===== src/rtl/sdram_port_pkg.sv =====
// Shared types and address-window constants for the SDRAM FIFO-port switch.
// Windows are in SDRAM words: camera frame, neural-network buffer, VGA frame.
package sdram_port_pkg;

    typedef enum logic [1:0] {
        S_RUN,
        S_DRAIN,
        S_LOAD
    } port_state_e;

    localparam int unsigned CAM_BASE = 0;
    localparam int unsigned CAM_MAX  = 320 * 240;
    localparam int unsigned NN_BASE  = 22'h100000;
    localparam int unsigned NN_MAX   = 22'h100000 + 320 * 240;
    localparam int unsigned VGA_BASE = 20'h13880;
    localparam int unsigned VGA_MAX  = 20'h13880 + 50000;

endpackage


===== src/rtl/sdram_port_drain_ctr.sv =====
// Idle-run and timeout counters used while the current owner drains.
// Both counters sit at zero outside DRAIN, so every DRAIN starts from a clean count.
module sdram_port_drain_ctr #(
    parameter int IDLE_CYCLES   = 4,
    parameter int DRAIN_TIMEOUT = 1024
) (
    input  logic clk_i,
    input  logic rst_ni,
    input  logic active_i,
    input  logic owner_en_i,
    output logic idle_done_o,
    output logic timeout_o
);

    localparam int IW = $clog2(IDLE_CYCLES + 1);
    localparam int TW = (DRAIN_TIMEOUT > 2) ? $clog2(DRAIN_TIMEOUT) : 1;

    logic [IW-1:0] idle_q, idle_d;
    logic [TW-1:0] tmo_q, tmo_d;

    always_comb begin
        idle_d = '0;
        tmo_d  = '0;
        if (active_i) begin
            idle_d = owner_en_i ? '0 : idle_q + IW'(1);
            tmo_d  = tmo_q + TW'(1);
        end
    end

    // NOTE: sequential state uses non-blocking assignments so every flop samples pre-edge values.
    always_ff @(posedge clk_i) begin
        if (!rst_ni) begin
            idle_q <= '0;
            tmo_q  <= '0;
        end else begin
            idle_q <= idle_d;
            tmo_q  <= tmo_d;
        end
    end

    // Flags fire in the drain cycle that completes the idle run / the timeout window.
    assign idle_done_o = active_i && !owner_en_i && (idle_q == IW'(IDLE_CYCLES - 1));
    assign timeout_o   = active_i && (tmo_q == TW'(DRAIN_TIMEOUT - 1));

endmodule


===== src/rtl/sdram_port_switch.sv =====
// Registered owner switch for one Sdram_Control_4Port FIFO port group:
// drains the current client, pulses LOAD with the new window, then grants.
module sdram_port_switch
    import sdram_port_pkg::*;
#(
    parameter int N_SRC         = 2,
    parameter int SW            = (N_SRC > 1) ? $clog2(N_SRC) : 1,
    parameter int DW            = 16,
    parameter int AW            = 23,
    parameter int IDLE_CYCLES   = 4,
    parameter int LOAD_CYCLES   = 2,
    parameter int DRAIN_TIMEOUT = 1024
) (
    input  logic                iCLK,
    input  logic                iRST_N,
    input  logic [SW-1:0]       iSEL,
    input  logic [N_SRC*DW-1:0] iSRC_DATA,
    input  logic [N_SRC-1:0]    iSRC_EN,
    input  logic [N_SRC*AW-1:0] iSRC_BASE,
    input  logic [N_SRC*AW-1:0] iSRC_MAX,
    output logic [DW-1:0]       oDATA,
    output logic                oEN,
    output logic [AW-1:0]       oADDR,
    output logic [AW-1:0]       oMAX_ADDR,
    output logic                oLOAD,
    output logic [N_SRC-1:0]    oGNT,
    output logic [SW-1:0]       oOWNER,
    output logic                oBUSY,
    output logic [7:0]          oFORCED
);

    localparam int LW = $clog2(LOAD_CYCLES + 1);

    port_state_e   state_q, state_d;
    logic [SW-1:0] owner_q, owner_d;
    logic [LW-1:0] load_cnt_q, load_cnt_d;
    logic [AW-1:0] addr_q, addr_d;
    logic [AW-1:0] max_q, max_d;
    logic          en_q, en_d;
    logic [DW-1:0] data_q, data_d;
    logic [7:0]    forced_q, forced_d;

    logic          sel_valid;
    logic          owner_en;
    logic [DW-1:0] owner_data;
    logic          enter_load;
    logic          idle_done;
    logic          timeout;

    assign sel_valid  = int'(iSEL) < N_SRC;
    assign owner_en   = iSRC_EN[owner_q];
    assign owner_data = iSRC_DATA[int'(owner_q)*DW +: DW];

    sdram_port_drain_ctr #(
        .IDLE_CYCLES  (IDLE_CYCLES),
        .DRAIN_TIMEOUT(DRAIN_TIMEOUT)
    ) u_drain_ctr (
        .clk_i      (iCLK),
        .rst_ni     (iRST_N),
        .active_i   (state_q == S_DRAIN),
        .owner_en_i (owner_en),
        .idle_done_o(idle_done),
        .timeout_o  (timeout)
    );

    // NOTE: every variable gets a default before the case so no path leaves one unassigned (no latches).
    always_comb begin
        state_d    = state_q;
        owner_d    = owner_q;
        load_cnt_d = load_cnt_q;
        addr_d     = addr_q;
        max_d      = max_q;
        forced_d   = forced_q;
        enter_load = 1'b0;

        case (state_q)
            S_RUN: begin
                if (sel_valid && (iSEL != owner_q)) state_d = S_DRAIN;
            end
            S_DRAIN: begin
                // A withdrawn or invalid request cancels the switch even on the completing cycle.
                if (!sel_valid || (iSEL == owner_q)) begin
                    state_d = S_RUN;
                end else if (idle_done) begin
                    enter_load = 1'b1;
                end else if (timeout) begin
                    enter_load = 1'b1;
                    if (forced_q != 8'hFF) forced_d = forced_q + 8'd1;
                end
            end
            S_LOAD: begin
                if (load_cnt_q == LW'(LOAD_CYCLES - 1)) state_d = S_RUN;
                else load_cnt_d = load_cnt_q + LW'(1);
            end
            default: state_d = S_LOAD;
        endcase

        if (enter_load) begin
            state_d    = S_LOAD;
            owner_d    = iSEL;
            load_cnt_d = '0;
            addr_d     = iSRC_BASE[int'(iSEL)*AW +: AW];
            max_d      = iSRC_MAX[int'(iSEL)*AW +: AW];
        end

        // Pass-through keeps running in DRAIN so in-flight words complete; LOAD blanks the enable.
        en_d   = (state_q != S_LOAD) && !enter_load && owner_en;
        data_d = (state_q != S_LOAD) ? owner_data : data_q;
    end

    // NOTE: reset is synchronous; the window registers reload source 0's window while held in reset.
    always_ff @(posedge iCLK) begin
        if (!iRST_N) begin
            state_q    <= S_LOAD;
            owner_q    <= '0;
            load_cnt_q <= '0;
            addr_q     <= iSRC_BASE[AW-1:0];
            max_q      <= iSRC_MAX[AW-1:0];
            en_q       <= 1'b0;
            data_q     <= '0;
            forced_q   <= '0;
        end else begin
            state_q    <= state_d;
            owner_q    <= owner_d;
            load_cnt_q <= load_cnt_d;
            addr_q     <= addr_d;
            max_q      <= max_d;
            en_q       <= en_d;
            data_q     <= data_d;
            forced_q   <= forced_d;
        end
    end

    assign oDATA     = data_q;
    assign oEN       = en_q;
    assign oADDR     = addr_q;
    assign oMAX_ADDR = max_q;
    assign oLOAD     = (state_q == S_LOAD);
    assign oBUSY     = (state_q != S_RUN);
    assign oGNT      = (state_q == S_RUN) ? (N_SRC'(1) << owner_q) : '0;
    assign oOWNER    = owner_q;
    assign oFORCED   = forced_q;

endmodule


===== config.mk =====
export PLATFORM = sky130hd
export DESIGN_NAME = sdram_port_switch
export DESIGN_NICKNAME = d
export VERILOG_FILES = /design/src/rtl/sdram_port_pkg.sv /design/src/rtl/sdram_port_drain_ctr.sv /design/src/rtl/sdram_port_switch.sv
export SDC_FILE = /design/constraint.sdc
export NUM_CORES = 1
export LEC_CHECK = 0
export CORE_MARGIN = 1.5
export CORE_UTILIZATION = 39
export DETAILED_ROUTE_END_ITERATION = 8
export PLACE_DENSITY = 0.8
export SKIP_LAST_GASP = 1
export SYNTH_ARGS = -nofsm -noshare
export SYNTH_HDL_FRONTEND = slang
export SYNTH_SLANG_ARGS = --single-unit

===== constraint.sdc =====
create_clock -name iCLK -period 3.5 [get_ports iCLK]
set_input_delay 0.7 -clock iCLK [delete_from_list [all_inputs] [get_ports iCLK]]
set_output_delay 0.7 -clock iCLK [all_outputs]
set_load 0.1 [all_outputs]

==> results by group, run 1 <==
STA
  • Clk_skew: 14.60 ps
  • Final-report max-slew violation count: 0
  • Min Clock Period, post-route: 2686 ps
  • Hold Vio Cnt, Final: 0
  • Max-slew headroom: 0.3118
  • RSZ-0062 raised after global routing: false
  • Setup TNS: 0 ps
  • Final period utilization: 0.7674
  • Worst-margin pin slew: 1029 ps
  • Achievable frequency: 372.3 MHz
  • Setup violations, final: 0

Global routing
  • GRT Total Usage: 0.1991
  • Initial antenna violation count: 0
  • Largest net degree at the start of global routing: 41
  • First-pass GRT wire length: 15.41 mm
  • Vias in the first global route: 3112
  • Total gr overflow: 0

Setup path
  • CP required: 2800 ps
  • Critical Path Max Stage Delay: 1200 ps
  • Critical Path Sink: oFORCED[2]
  • Crit path from: oFORCED[2]$_SDFFE_PN0P_
  • Reg2reg end: oMAX_ADDR[3]$_DFFE_PP_
  • Critical Path Fanout Max: 7
  • Critical path startpoint category: register
  • Critical path class: register to output port
  • Slowest cell on crit path: clkdlybuf4s50_1
  • Cell Chain, Critical Path: clkdlybuf4s50_1
  • Crit. path cell count: 1
  • R2R depth: 6
  • Worst Setup End Kind: output port
  • Buffers and inverters on the worst path: 1
  • R2R Setup Slk: 1260 ps
  • Reg2reg start: u_drain_ctr.tmo_q[0]$_SDFF_PN0_
  • Arr. time, crit path: 1990 ps
  • Crit-path leading delay family: buffers and inverters

Synth
  • #FFs+latches synth: 89
  • Avg Inst Size Synth: 12.54 µm²
  • Net Count, Synth: 438
  • Mapped cell area: 0.003814 mm²
  • Area share of the largest cell type after synthesis: 0.3622
  • Leading area contributor after synthesis: edfxtp_1
  • Unique masters post-synth: 33
  • Top cells by area, synth: edfxtp_1 36%, dfxtp_1 23%, mux2_2 14%
  • YS warnings: 0
  • Sequential share of the synthesized area: 0.5879
  • Cells after synthesis: 304

Clock tree
  • Clk buf depth: 2
  • Post-CTS setup buffer count: 0
  • Clock slew at reported path FFs: 80 ps
  • Clock Latency Late Sink: 350 ps
  • Cells resized by post-CTS repair: 0
  • H-tree levels: 3
  • CTS sink cnt: 89
  • CTS tree: yes
  • Total CTS buffers: 9
  • CTS Hold Bufs: 0
  • Cell chosen for the clock root: clkbuf_8

Power
  • VDD IR-drop max: 0.4907 mV
  • Lkg Pwr: 2.177 nW
  • Tot Pwr: 0.003461 W
  • Power Dens Cells: 561.4 mW/mm²

Layout
  • Fraction of layout cells with a size suffix above 1: 0.1732
  • Storage cell area: 0.002242 mm²
  • # diodes: 0
  • Multi-input logic area: 0.001471 mm²
  • # fillers: 739
  • Nets: 643
  • Synth-to-layout area growth: 61.65%
  • Fin area: 0.006165 mm²

Placement
  • Post-place instance area: 0.005984 mm²
  • Hpwl dp: 8.284 mm
  • Final RePlAce weighted congestion: 0.8342
  • Port Buffers: 204

Die
  • Chip width: 101.9 µm
  • Die area: 0.01038 mm²
  • Row count: 35
  • Initial Utilization: 0.4069
  • IO Count: 205
  • Die span in y: 101.9 µm
  • Core area: 0.009371 mm²

Drt
  • Antenna Nets Post-Route: 0
  • Initial DRT Pass Iterations: 4
  • Initial DRC count: 69
  • DRC: 0
  • Vias/cell: 4.897
  • WL per Instance: 16.46 µm
  • Vias post-DR: 3149
  • Post-Route WL: 10.58 mm

Job
  • Max cap viols: 0

Run status
  • Outcome: finished, final reports clean

Hold path
  • HP Class: register to register
[cell usage in the layout, fill, tap and decap left out, drive strengths merged, types with 2 or more instances in the layout]
cell	netlist	layout
clkinvlp	0	4
mux2i	17	17
xnor2	2	2
dfxtp	43	43
nor2	32	32
inv	10	11
ha	5	5
xor2	6	6
and3	3	3
or2	2	2
clkbuf	9	10
or3	7	7
buf	6	18
nand3	11	11
nand2	8	8
o21ai	10	10
or4	2	2
mux2	46	46
a21oi	9	9
a211oi	17	17
clkdlybuf4s50	0	191
nand4	4	4
o31ai	2	2
edfxtp	46	46
[how the worst min path moves through the flow]
| stage | startpoint | endpoint | slack, ps | depth (start not counted) |
|---|---|---|---|---|
| after floorplan | u_drain_ctr.idle_q[0]$_SDFF_PP0_ | u_drain_ctr.idle_q[0]$_SDFF_PP0_ | 400 | 1 |
| after global placement | u_drain_ctr.idle_q[0]$_SDFF_PP0_ | u_drain_ctr.idle_q[0]$_SDFF_PP0_ | 410 | 1 |
| after detailed placement | u_drain_ctr.idle_q[0]$_SDFF_PP0_ | u_drain_ctr.idle_q[0]$_SDFF_PP0_ | 440 | 1 |
| after CTS | u_drain_ctr.idle_q[0]$_SDFF_PP0_ | u_drain_ctr.idle_q[0]$_SDFF_PP0_ | 450 | 1 |
| after global routing | u_drain_ctr.idle_q[0]$_SDFF_PP0_ | u_drain_ctr.idle_q[0]$_SDFF_PP0_ | 460 | 1 |
| final | u_drain_ctr.idle_q[0]$_SDFF_PP0_ | u_drain_ctr.idle_q[0]$_SDFF_PP0_ | 460 | 1 |
[cell families (layout without fill, tap and decap cells)]
group,count (synthesis),count (layout),share of synthesized area
adders and majority gates,5,5,0.01640
AOI/OAI and AO/OA,39,39,0.06430
buffers and inverters,25,235,0.02821
xor gates and xnor gates,8,8,0.01837
muxes,63,63,0.1804
and+or+nand+nor,75,75,0.1043
DFF,89,89,0.5879
[cell type report]
class                           instances  share of cell area
Clock buffer                           10             0.02233
Clock inverter                          6            0.006901
Inverter                               10            0.006089
Multi-Input combinational cell        190              0.2387
Sequential cell                        89              0.3637
Tap cell                              129             0.02618
Timing Repair Buffer                  209              0.3361
[synth_stat cells, drive strengths merged]
cell and instances:
o21ai 10, xor2 6, ha 5, nor2b 1, nand2b 1, o31ai 2, nand4 4, edfxtp 46
o211ai 1, clkbuf 9, nor3 1, nor2 32, mux2i 17, nand2 8, buf 6, or4 2
dfxtp 43, inv 10, a211oi 17, a21oi 9, nor4 1, and3 3, nand3 11, or2 2
mux2 46, nand3b 1, xnor2 2, or3 7, nor3b 1
[metrics by stage]
step | hold slack (ps) | utilization | setup WS [ps] | cells
after CTS | 453.7 | 0.6578 | 808.1 | 643
after global routing | 464.3 | 0.6578 | 768.6 | 643
after detailed placement | 442.1 | 0.6386 | 738.1 | 627
final | 455.3 | 0.6578 | 814.1 | 643
after global placement | 407.0 | 0.6386 | 829.3 | 627
after floorplan | 399.2 | - | 254.9 | 304
[per-layer routing]
layer,vias to the layer above,share of wire,global-route usage
li1,1523,-,-
met1,1458,0.38,0.2121
met2,156,0.50,0.3615
met3,12,0.11,0.07114
met4,0,0.014,0.07482
met5,-,0,0
[report_power, final]
group	total, W	internal [W]	switching [W]
clock	0.000637	0.000277	0.000360
sequential	0.00129	0.00123	0.0000577
combinational	0.00154	0.000429	0.00111
[flip-flops by register name, indices dropped and copies added, names as in the netlist]
signal / cells
load_cnt_q: 2
oEN: 1
u_drain_ctr.idle_q: 3
oFORCED: 8
oDATA: 16
oMAX_ADDR: 23
oOWNER: 1
oADDR: 23
u_drain_ctr.tmo_q: 10
state_q: 2
Note: power is estimated with default switching activity, not from simulation.
==> inputs of run 2 (changes only) <==
==> constraint.sdc (replaced) <==
create_clock -name iCLK -period 2.5 [get_ports iCLK]
set_input_delay 0.5 -clock iCLK [delete_from_list [all_inputs] [get_ports iCLK]]
set_output_delay 0.5 -clock iCLK [all_outputs]
set_load 0.1 [all_outputs]
==> results by group, run 2 (synthesis results as in run 1) <==
Hold path
  • HP Class: register to register
  • Hold Path Cell Cnt: 1 (unchanged)

Setup path
  • Reg2reg end: oFORCED[2]$_SDFFE_PN0P_
  • Slowest cell on crit path: or3_2
  • Buffers and inverters on the worst path: 0 (-1)
  • CP required: 2790 ps (about the same)
  • Critical Path Sink: oFORCED[2]$_SDFFE_PN0P_
  • Worst Setup End Kind: register
  • R2R depth: 6 (unchanged)
  • Arr. time, crit path: 2470 ps (+480 ps)
  • Critical Path Fanout Max: 15 (+8)
  • Critical path startpoint category: register
  • Crit-path leading delay family: simple AND/OR/NAND/NOR gates
  • Critical Path Max Stage Delay: 520 ps (-680 ps)
  • Crit path from: u_drain_ctr.tmo_q[0]$_SDFF_PN0_
  • Crit. path cell count: 6 (+5)
  • Reg2reg start: u_drain_ctr.tmo_q[0]$_SDFF_PN0_
  • Critical path class: register to register
  • Cell Chain, Critical Path: ha_1, nand3_1, nor4_4, nand4_2, or3_2, a21oi_1
  • R2R Setup Slk: 320 ps (-940 ps)

Drt
  • WL per Instance: 16.33 µm (-0.76%)
  • Vias/cell: 4.841 (-1.2%)
  • Initial DRC count: 63 (-8.7%)
  • Vias post-DR: 3127 (-0.70%)
  • Initial DRT Pass Iterations: 4 (unchanged)
  • DRC: 0 (unchanged)
  • Post-Route WL: 10.55 mm (-0.29%)
  • Antenna Nets Post-Route: 0 (unchanged)

Die
  • Initial Utilization: 0.4069 (unchanged)
  • IO Count: 205 (unchanged)
  • Die span in y: 101.9 µm (unchanged)
  • Row count: 35 (unchanged)
  • Die area: 0.01038 mm² (unchanged)
  • Chip width: 101.9 µm (unchanged)
  • Core area: 0.009371 mm² (unchanged)

Global routing
  • Largest net degree at the start of global routing: 47 (+15%)
  • Vias in the first global route: 3032 (-2.6%)
  • GRT Total Usage: 0.1968 (-0.002341)
  • Total gr overflow: 0 (unchanged)
  • First-pass GRT wire length: 15.48 mm (+0.45%)
  • Initial antenna violation count: 0 (unchanged)

Power
  • Power Dens Cells: 833.9 mW/mm² (+49%)
  • VDD IR-drop max: 0.8654 mV (+76%)
  • Lkg Pwr: 2.315 nW (+6.4%)

Clock tree
  • Clock slew at reported path FFs: 90 ps (about the same)
  • Post-CTS setup buffer count: 0 (unchanged)
  • CTS Hold Bufs: 0 (unchanged)
  • Clock Latency Late Sink: 350 ps (about the same)
  • CTS sink cnt: 89 (unchanged)
  • Total CTS buffers: 9 (unchanged)
  • Cell chosen for the clock root: clkbuf_8
  • CTS tree: yes
  • Cells resized by post-CTS repair: 0 (unchanged)
  • Clk buf depth: 2 (unchanged)
  • H-tree levels: 3 (unchanged)

STA
  • Final-report max-slew violation count: 0 (unchanged)
  • RSZ-0062 raised after global routing: false
  • Setup TNS: 0 ps (unchanged)
  • Clk_skew: 7.719 ps (-6.877 ps)
  • Setup violations, final: 0 (unchanged)
  • Max-slew headroom: 0.7762 (+0.4644)
  • Worst-margin pin slew: 326.3 ps (-702.7 ps)
  • Achievable frequency: 459.4 MHz
  • Final period utilization: 0.8706
  • Final worst setup slack: 323.4 ps (-490.7 ps)
  • Hold Vio Cnt, Final: 0 (unchanged)
  • Min Clock Period, post-route: 2177 ps

Placement
  • Port Buffers: 204 (unchanged)
  • Hpwl dp: 8.168 mm (-1.4%)
  • Cells after DPL: 630 (+0.48%)
  • Final RePlAce weighted congestion: 0.8180 (-1.9%)
  • Setup WS pre-CTS: 123.7 ps (-614.4 ps)

Layout
  • Layout Cells excl Fill: 646 (+0.47%)
  • Commonest cells after routing, fill and taps aside: 128 x clkdlybuf4s50_1, 80 x buf_4, 46 x mux2_2, 46 x edfxtp_1, 42 x dfxtp_1
  • Nets: 646 (+0.47%)
  • # diodes: 0 (unchanged)
  • Commonest non-fill, non-tap cell in the layout: clkdlybuf4s50_1
  • Fraction of layout cells with a size suffix above 1: 0.3037 (+0.1305)
  • Synth-to-layout area growth: 60.63%

Run status
  • Outcome: finished, final reports clean

Job
  • Max cap viols: 0 (unchanged)
-- run 2: changes by cell type in the layout (fill, tap and decap cells not counted), moves of 2 or more --
cell	delta
bufinv_16	+3
buf_4	+64
clkinvlp_4	-3
clkdlybuf4s50_1	-63
clkinv_4	+2
buf_12	+2
-- run 2: through the flow --
step,instance area (µm²),power (W),hold slack [ps],utilization
floorplan,3827,0.003385,399.2,-
finish,6126,0.005108,439.2,0.6537
detailed placement,5883,0.003970,416.5,0.6278
global route,6126,0.005294,480.4,0.6537
global placement,5883,0.003947,406.9,0.6278
CTS,6126,0.005144,428.7,0.6537
-- run 2: worst register-to-register path: cells and delay by family (launching register included) --
family | cells | cell delay, ps
flip-flops | 1 | 360
AND/OR/NAND/NOR | 4 | 1430
AO/OA/AOI/OAI | 1 | 140
adder cells (fa/ha/maj) | 1 | 190
-- run 2: worst min path at each step --
| stage | startpoint | to | slack, ps |
|---|---|---|---|
| 2_1_floorplan | u_drain_ctr.idle_q[0]$_SDFF_PP0_ | u_drain_ctr.idle_q[0]$_SDFF_PP0_ | 400 |
| 3_3_place_gp | u_drain_ctr.idle_q[0]$_SDFF_PP0_ | u_drain_ctr.idle_q[0]$_SDFF_PP0_ | 410 |
| 3_5_place_dp | u_drain_ctr.idle_q[0]$_SDFF_PP0_ | u_drain_ctr.idle_q[0]$_SDFF_PP0_ | 420 |
| 4_1_cts | u_drain_ctr.idle_q[0]$_SDFF_PP0_ | u_drain_ctr.idle_q[0]$_SDFF_PP0_ | 430 |
| 5_1_grt | u_drain_ctr.idle_q[0]$_SDFF_PP0_ | u_drain_ctr.idle_q[0]$_SDFF_PP0_ | 480 |
| 6_report | u_drain_ctr.idle_q[0]$_SDFF_PP0_ | u_drain_ctr.idle_q[0]$_SDFF_PP0_ | 440 |
-- run 2: layout make-up --
| type | instances | area (µm²) |
|---|---|---|
| Clock buffer | 9 | 123.9 |
| Inverter | 10 | 37.54 |
| Fill cell | 750 | 3246 |
| Multi-Input combinational cell | 190 | 1479 |
| Clock inverter | 7 | 118.9 |
| Sequential cell | 89 | 2243 |
| Tap cell | 129 | 161.4 |
| Timing Repair Buffer | 212 | 1962 |
-- run 2: routing by layer --
metal	share of wire	up-vias	track usage
li1	-	1524	-
met1	0.40	1429	0.2311
met2	0.48	158	0.3369
met3	0.11	16	0.06566
met4	0.021	0	0.07165
met5	0	-	0
-- run 2: where the power goes --
| group | internal, W | switching (W) |
|---|---|---|
| clock network | 0.000664 | 0.000516 |
| logic | 0.000571 | 0.00155 |
| registers | 0.00172 | 0.0000873 |
